`config.mk`:
```
export PLATFORM = sky130hd
export DESIGN_NAME = muldiv_sched
export DESIGN_NICKNAME = d
export VERILOG_FILES = /design/src/rtl/muldiv_sched.sv
export SDC_FILE = /design/constraint.sdc
export NUM_CORES = 2
export LEC_CHECK = 0
export BUFFER_PORTS_ARGS = -buffer_cell sky130_fd_sc_hd__clkbuf_2
export CORE_UTILIZATION = 50
export CTS_CLUSTER_DIAMETER = 60
export CTS_CLUSTER_SIZE = 12
export DETAILED_ROUTE_END_ITERATION = 10
export GPL_TIMING_DRIVEN = 0
export PLACE_DENSITY_LB_ADDON = 0.3
export SETUP_SLACK_MARGIN = 0.05
export SLEW_MARGIN = 15
export SYNTH_ARGS = -nofsm -noshare
export SYNTH_HDL_FRONTEND = slang
export SYNTH_SLANG_ARGS = --single-unit
export TNS_END_PERCENT = 5
```
`constraint.sdc`:
```
create_clock -name clk -period 13.6 [get_ports clk]
set_clock_uncertainty 0.2 [all_clocks]
set_input_delay 3.4 -clock clk [delete_from_list [all_inputs] [get_ports clk]]
set_output_delay 3.4 -clock clk [all_outputs]
set_load 0.005 [all_outputs]
```
`src/rtl/muldiv_sched.sv`:
```
// muldiv_sched: sequences MULT/MADD/MSUB/DIV ops from EX, drives the shared divider and a held HI/LO write.
module muldiv_sched #(
  parameter int DATA_W      = 32,
  parameter int DIV_TIMEOUT = 64
) (
  input  logic                clk,
  input  logic                rst,
  input  logic                op_valid_i,
  input  logic [2:0]          op_i,
  input  logic [DATA_W-1:0]   rs_i,
  input  logic [DATA_W-1:0]   rt_i,
  input  logic [2*DATA_W-1:0] hilo_i,
  input  logic                advance_i,
  input  logic                annul_i,
  output logic                busy_o,
  output logic                done_o,
  output logic                hilo_we_o,
  output logic [2*DATA_W-1:0] hilo_o,
  output logic                div_start_o,
  output logic                div_annul_o,
  output logic                div_signed_o,
  output logic [DATA_W-1:0]   div_op1_o,
  output logic [DATA_W-1:0]   div_op2_o,
  input  logic                div_ready_i,
  input  logic [2*DATA_W-1:0] div_result_i,
  output logic                timeout_o
);
  localparam int HW = 2 * DATA_W;
  localparam int CW = $clog2(DIV_TIMEOUT + 1);
  typedef enum logic [1:0] {IDLE, ACC, DIV_WAIT, DONE} state_t;
  state_t state_q, state_d;
  logic [HW-1:0] prod_q, prod_d, hilo_q, hilo_d, ext_rs, ext_rt, mul;
  logic [DATA_W-1:0] op1_q, op1_d, op2_q, op2_d;
  logic [CW-1:0] cnt_q, cnt_d;
  logic sub_q, sub_d, sgn_q, sgn_d, tmo_q, tmo_d, nowr_q, nowr_d, first_q, first_d;
  logic tmo_hit;
  // Odd opcodes are the unsigned variants, so bit 0 selects zero extension.
  assign ext_rs  = op_i[0] ? {{DATA_W{1'b0}}, rs_i} : {{DATA_W{rs_i[DATA_W-1]}}, rs_i};
  assign ext_rt  = op_i[0] ? {{DATA_W{1'b0}}, rt_i} : {{DATA_W{rt_i[DATA_W-1]}}, rt_i};
  assign mul     = ext_rs * ext_rt;
  assign tmo_hit = state_q == DIV_WAIT && !div_ready_i && cnt_q == CW'(DIV_TIMEOUT - 1);
  always_comb begin
    state_d = state_q;
    prod_d  = prod_q;
    hilo_d  = hilo_q;
    op1_d   = op1_q;
    op2_d   = op2_q;
    cnt_d   = cnt_q;
    sub_d   = sub_q;
    sgn_d   = sgn_q;
    tmo_d   = tmo_q;
    nowr_d  = nowr_q;
    if (annul_i) state_d = IDLE;
    else case (state_q)
      IDLE: if (op_valid_i) begin
        prod_d = mul;
        sub_d  = op_i[2];
        nowr_d = 1'b0;
        cnt_d  = '0;
        if (op_i[2:1] == 2'b11) begin
          if (rt_i == '0) begin
            nowr_d  = 1'b1;
            state_d = DONE;
          end else begin
            op1_d   = rs_i;
            op2_d   = rt_i;
            sgn_d   = !op_i[0];
            state_d = DIV_WAIT;
          end
        end else if (op_i[2:1] == 2'b00) begin
          hilo_d  = mul;
          state_d = DONE;
        end else state_d = ACC;
      end
      ACC: begin
        hilo_d  = sub_q ? hilo_i - prod_q : hilo_i + prod_q;
        state_d = DONE;
      end
      DIV_WAIT: begin
        cnt_d = cnt_q + 1'b1;
        if (div_ready_i) begin
          hilo_d  = div_result_i;
          state_d = DONE;
        end else if (tmo_hit) begin
          tmo_d   = 1'b1;
          nowr_d  = 1'b1;
          state_d = DONE;
        end
      end
      default: if (advance_i) state_d = IDLE;
    endcase
    first_d = state_d == DONE && state_q != DONE;
  end
  always_ff @(posedge clk) begin
    if (rst) begin
      state_q <= IDLE;
      prod_q  <= '0;
      hilo_q  <= '0;
      op1_q   <= '0;
      op2_q   <= '0;
      cnt_q   <= '0;
      sub_q   <= 1'b0;
      sgn_q   <= 1'b0;
      tmo_q   <= 1'b0;
      nowr_q  <= 1'b0;
      first_q <= 1'b0;
    end else begin
      state_q <= state_d;
      prod_q  <= prod_d;
      hilo_q  <= hilo_d;
      op1_q   <= op1_d;
      op2_q   <= op2_d;
      cnt_q   <= cnt_d;
      sub_q   <= sub_d;
      sgn_q   <= sgn_d;
      tmo_q   <= tmo_d;
      nowr_q  <= nowr_d;
      first_q <= first_d;
    end
  end
  assign busy_o       = !annul_i && (state_q == IDLE ? op_valid_i : state_q != DONE);
  assign done_o       = state_q == DONE && first_q;
  assign hilo_we_o    = state_q == DONE && !nowr_q && !annul_i;
  assign hilo_o       = hilo_q;
  assign div_start_o  = state_q == DIV_WAIT && !div_ready_i && !annul_i && !tmo_hit;
  assign div_annul_o  = state_q == DIV_WAIT && (annul_i || tmo_hit);
  assign div_signed_o = sgn_q;
  assign div_op1_o    = op1_q;
  assign div_op2_o    = op2_q;
  assign timeout_o    = tmo_q;
endmodule
```
==> metrics <==
clk sink count=206; TritonCTS clock tree=done; WL/cell=28.8 um; highest-delay cell along the critical path=clkbuf_1; routed wire length=262000 um; core area=122000 um2; area share of xor/xnor cells in the synthesized design=3.42%; mapped cell area=61800 um2; status=finished, final reports clean; syn avg cell area=8.74 um2; post-cts hold buffer count=0; sequential element share of the synthesized area=6.67%; First DRT Iteration DRCs=5763; slowest stage delay, CP=0.80 ns; input/output buffers=313; # nets final=9416; CP Capture Type=flip-flop; Slew Viols, Final=0; post-synthesis mux area share=0.180%; Root Driver=clkbuf_16; delay-heaviest family, CP=adder cells; Crit path depth=31; Req. time, crit path=13.83 ns; Max FO, Critical Path=10; crit path kind=in -> reg; Hold Path Stages=2; Synth Instances=7073; Worst Path Arrival=13.75 ns; GRT overflow=0; Tmin final=13.51 ns; first-pass GRT wire length=374000 um; most common cell after layout, fill and taps aside=inv_1; area grow syn2layout=7.75%; final hold viol count=0; Post-Syn Nets=9074; RSZ-0062 raised after global routing=yes; die width=354 um; Setup-failing EPs final=0; antenna-violating nets left=0; largest net degree at the start of global routing=20; FMAX=74.0 MHz; warnings from Yosys=0; layout cells sized above 1=6.16%; simple-gate share of the synthesized area=15.5%; share of flip-flops with an asynchronous set or reset=0%; initial antenna violation count=44; Die Height=354 um; initial core utilization=50.6%; routed vias=53264; Unique masters post-synth=83; Fill cells=11679; Top FF cell, synth=dfxtp_1; most frequent cells in the layout=inv_1, fa_1, nand2_1, and2_1, ha_1; Top cell by count, worst path=fa_1; compound-cell area share of the yosys netlist=8.60%; GP Congestion=1.07; Post-synth EDFFs=0; TritonCTS Buffers=27; fin crit share=99.4%; worst path bufs/invs=8; combinational family with the most area after synthesis=adder cells; clk buf depth=3; worst hold path class=reg -> reg; post-DP HPWL=223000 um; io pins=336; Rel. slew slack=5.68%; # rows=128; FF-to-FF path depth=20; GRT Util Overall=42.0%; H-tree levels=1; Util after Layout=54.5%; Die Area=125000 um2; DR pass1 iterations=6; clock latency at the later pin of the worst-skew pair=0.60 ns; CP startpoint kind=input port; MaxCap Viol Count=0; Post-Synth Adder-Cell Area=53.7%; number of global-route vias before repair=54991; FF-to-FF setup slack=6.82 ns; DRC=0; post-synthesis register bit count=206; DR vias/cell=5.86; Reg clk slew, reported paths=0.06 ns; actual slew at the worst max-slew pin=1.41 ns
-- cells in the mapped netlist (10+ instances only) --
master | instances | share of area (%)
xor2_1 | 53 | 0.75
or3_1 | 10 | 0.10
and3_1 | 19 | 0.19
nor4_1 | 20 | 0.20
nor2b_1 | 13 | 0.13
o31ai_1 | 18 | 0.22
fa_1 | 1416 | 46
o21ai_1 | 21 | 0.17
nor3_1 | 65 | 0.53
a21oi_1 | 349 | 2.8
nand2_1 | 940 | 5.7
nand4_1 | 31 | 0.31
dfxtp_1 | 206 | 6.7
o211ai_1 | 31 | 0.38
a31oi_1 | 27 | 0.27
nand2b_1 | 15 | 0.15
o21bai_1 | 24 | 0.29
and2_1 | 590 | 6.0
o21a_1 | 18 | 0.22
buf_1 | 17 | 0.10
o21ai_0 | 115 | 0.93
mux2i_1 | 10 | 0.16
a211oi_1 | 36 | 0.44
clkbuf_1 | 370 | 2.2
nor2_1 | 212 | 1.3
a221oi_1 | 19 | 0.27
a221o_1 | 15 | 0.24
ha_1 | 384 | 7.8
a21o_1 | 92 | 1.1
nand3_1 | 42 | 0.34
xnor2_1 | 184 | 2.6
inv_1 | 1576 | 9.6
a311oi_1 | 10 | 0.14
-- registers in the layout, indices dropped and copies added, names as in the netlist --
register      count
cnt_q             7
div_op1_o        32
hilo_o           64
div_signed_o      1
div_op2_o        32
state_q           2
sub_q             1
nowr_q            1
first_q           1
timeout_o         1
prod_q           64
-- cells by family (layout without fill, tap and decap cells) --
family                   Yosys count  count (layout)
flip-flops                       206             206
AO/OA/AOI/OAI                    849             849
buffers and inverters           1967            2325
adder cells (fa/ha/maj)         1803            1803
other                              0              34
AND/OR/NAND/NOR                 1998            1998
multiplexers                      11              11
XOR/XNOR                         239             239
-- through the flow --
step	setup slack, ns	instances	setup TNS, ns	hold WS [ns]	instance area (um2)
after floorplan	1.09	7073	0	0.239	61800
after global placement	-1.80	9011	-38.15	0.236	65400
after detailed placement	-2.00	9012	-45.57	0.236	65500
after CTS	0.0274	9058	0	0.246	66400
after global routing	-0.112	9060	-0.178	0.264	66600
final	0.0855	9090	0	0.246	66600
-- worst paths after layout --
path / startpoint / to
worst max-delay path: rt_i[12] / hilo_o[58]$_SDFFE_PP0P_
worst max register to register: prod_q[15]$_SDFFE_PP0P_ / hilo_o[60]$_SDFFE_PP0P_
worst min-delay path: hilo_o[37]$_SDFFE_PP0P_ / hilo_o[37]$_SDFFE_PP0P_
worst min register to register: hilo_o[37]$_SDFFE_PP0P_ / hilo_o[37]$_SDFFE_PP0P_
-- timing repair --
action	in CTS	in global routing
endpoints found under the setup margin	34	38
setup buffers	2	0
cloned	0	0
pin swaps	1	1
resized for setup	27	106
-- layout make-up --
| class | instances | area [um2] | share of cell area [%] |
|---|---|---|---|
| antenna | 34 | 85.1 | 0.128 |
| buffer | 387 | 1580 | 2.37 |
| clock buffer | 32 | 704 | 1.06 |
| clock inverter | 13 | 158 | 0.237 |
| inverter | 1577 | 5920 | 8.88 |
| multi-input combinational | 4900 | 50400 | 75.7 |
| sequential | 206 | 4120 | 6.19 |
| tap | 1625 | 2030 | 3.05 |
| timing repair buffer | 316 | 1600 | 2.41 |
-- per-layer routing --
metal	track usage (%)	vias up	part of all wire, %
met5	0	-	0.079
met4	25.0	30	7.1
met3	15.0	904	14
met2	61.6	3703	42
met1	53.3	26629	37
li1	-	21998	-
-- worst register-to-register path, stage by stage (launching register included) --
cell,delay (ns)
dfxtp_1,0.38
nor4_1,0.48
nand3_1,0.36
nor3_1,0.60
nand2_1,0.23
nor2_1,0.28
and3_1,0.20
clkbuf_1,0.22
and3_1,0.29
nor2_1,0.07
xnor2_1,0.33
ha_1,0.32
clkbuf_1,0.22
a21o_1,0.20
a21oi_1,0.22
o21ai_0,0.15
a21o_1,0.20
a221oi_1,0.44
o21ai_0,0.15
a2111oi_0,0.94
o31ai_1,0.15
Power is left out: the tool's default activity adds up to more than one toggle a clock period on the data nets, which glitch-free logic cannot reach.
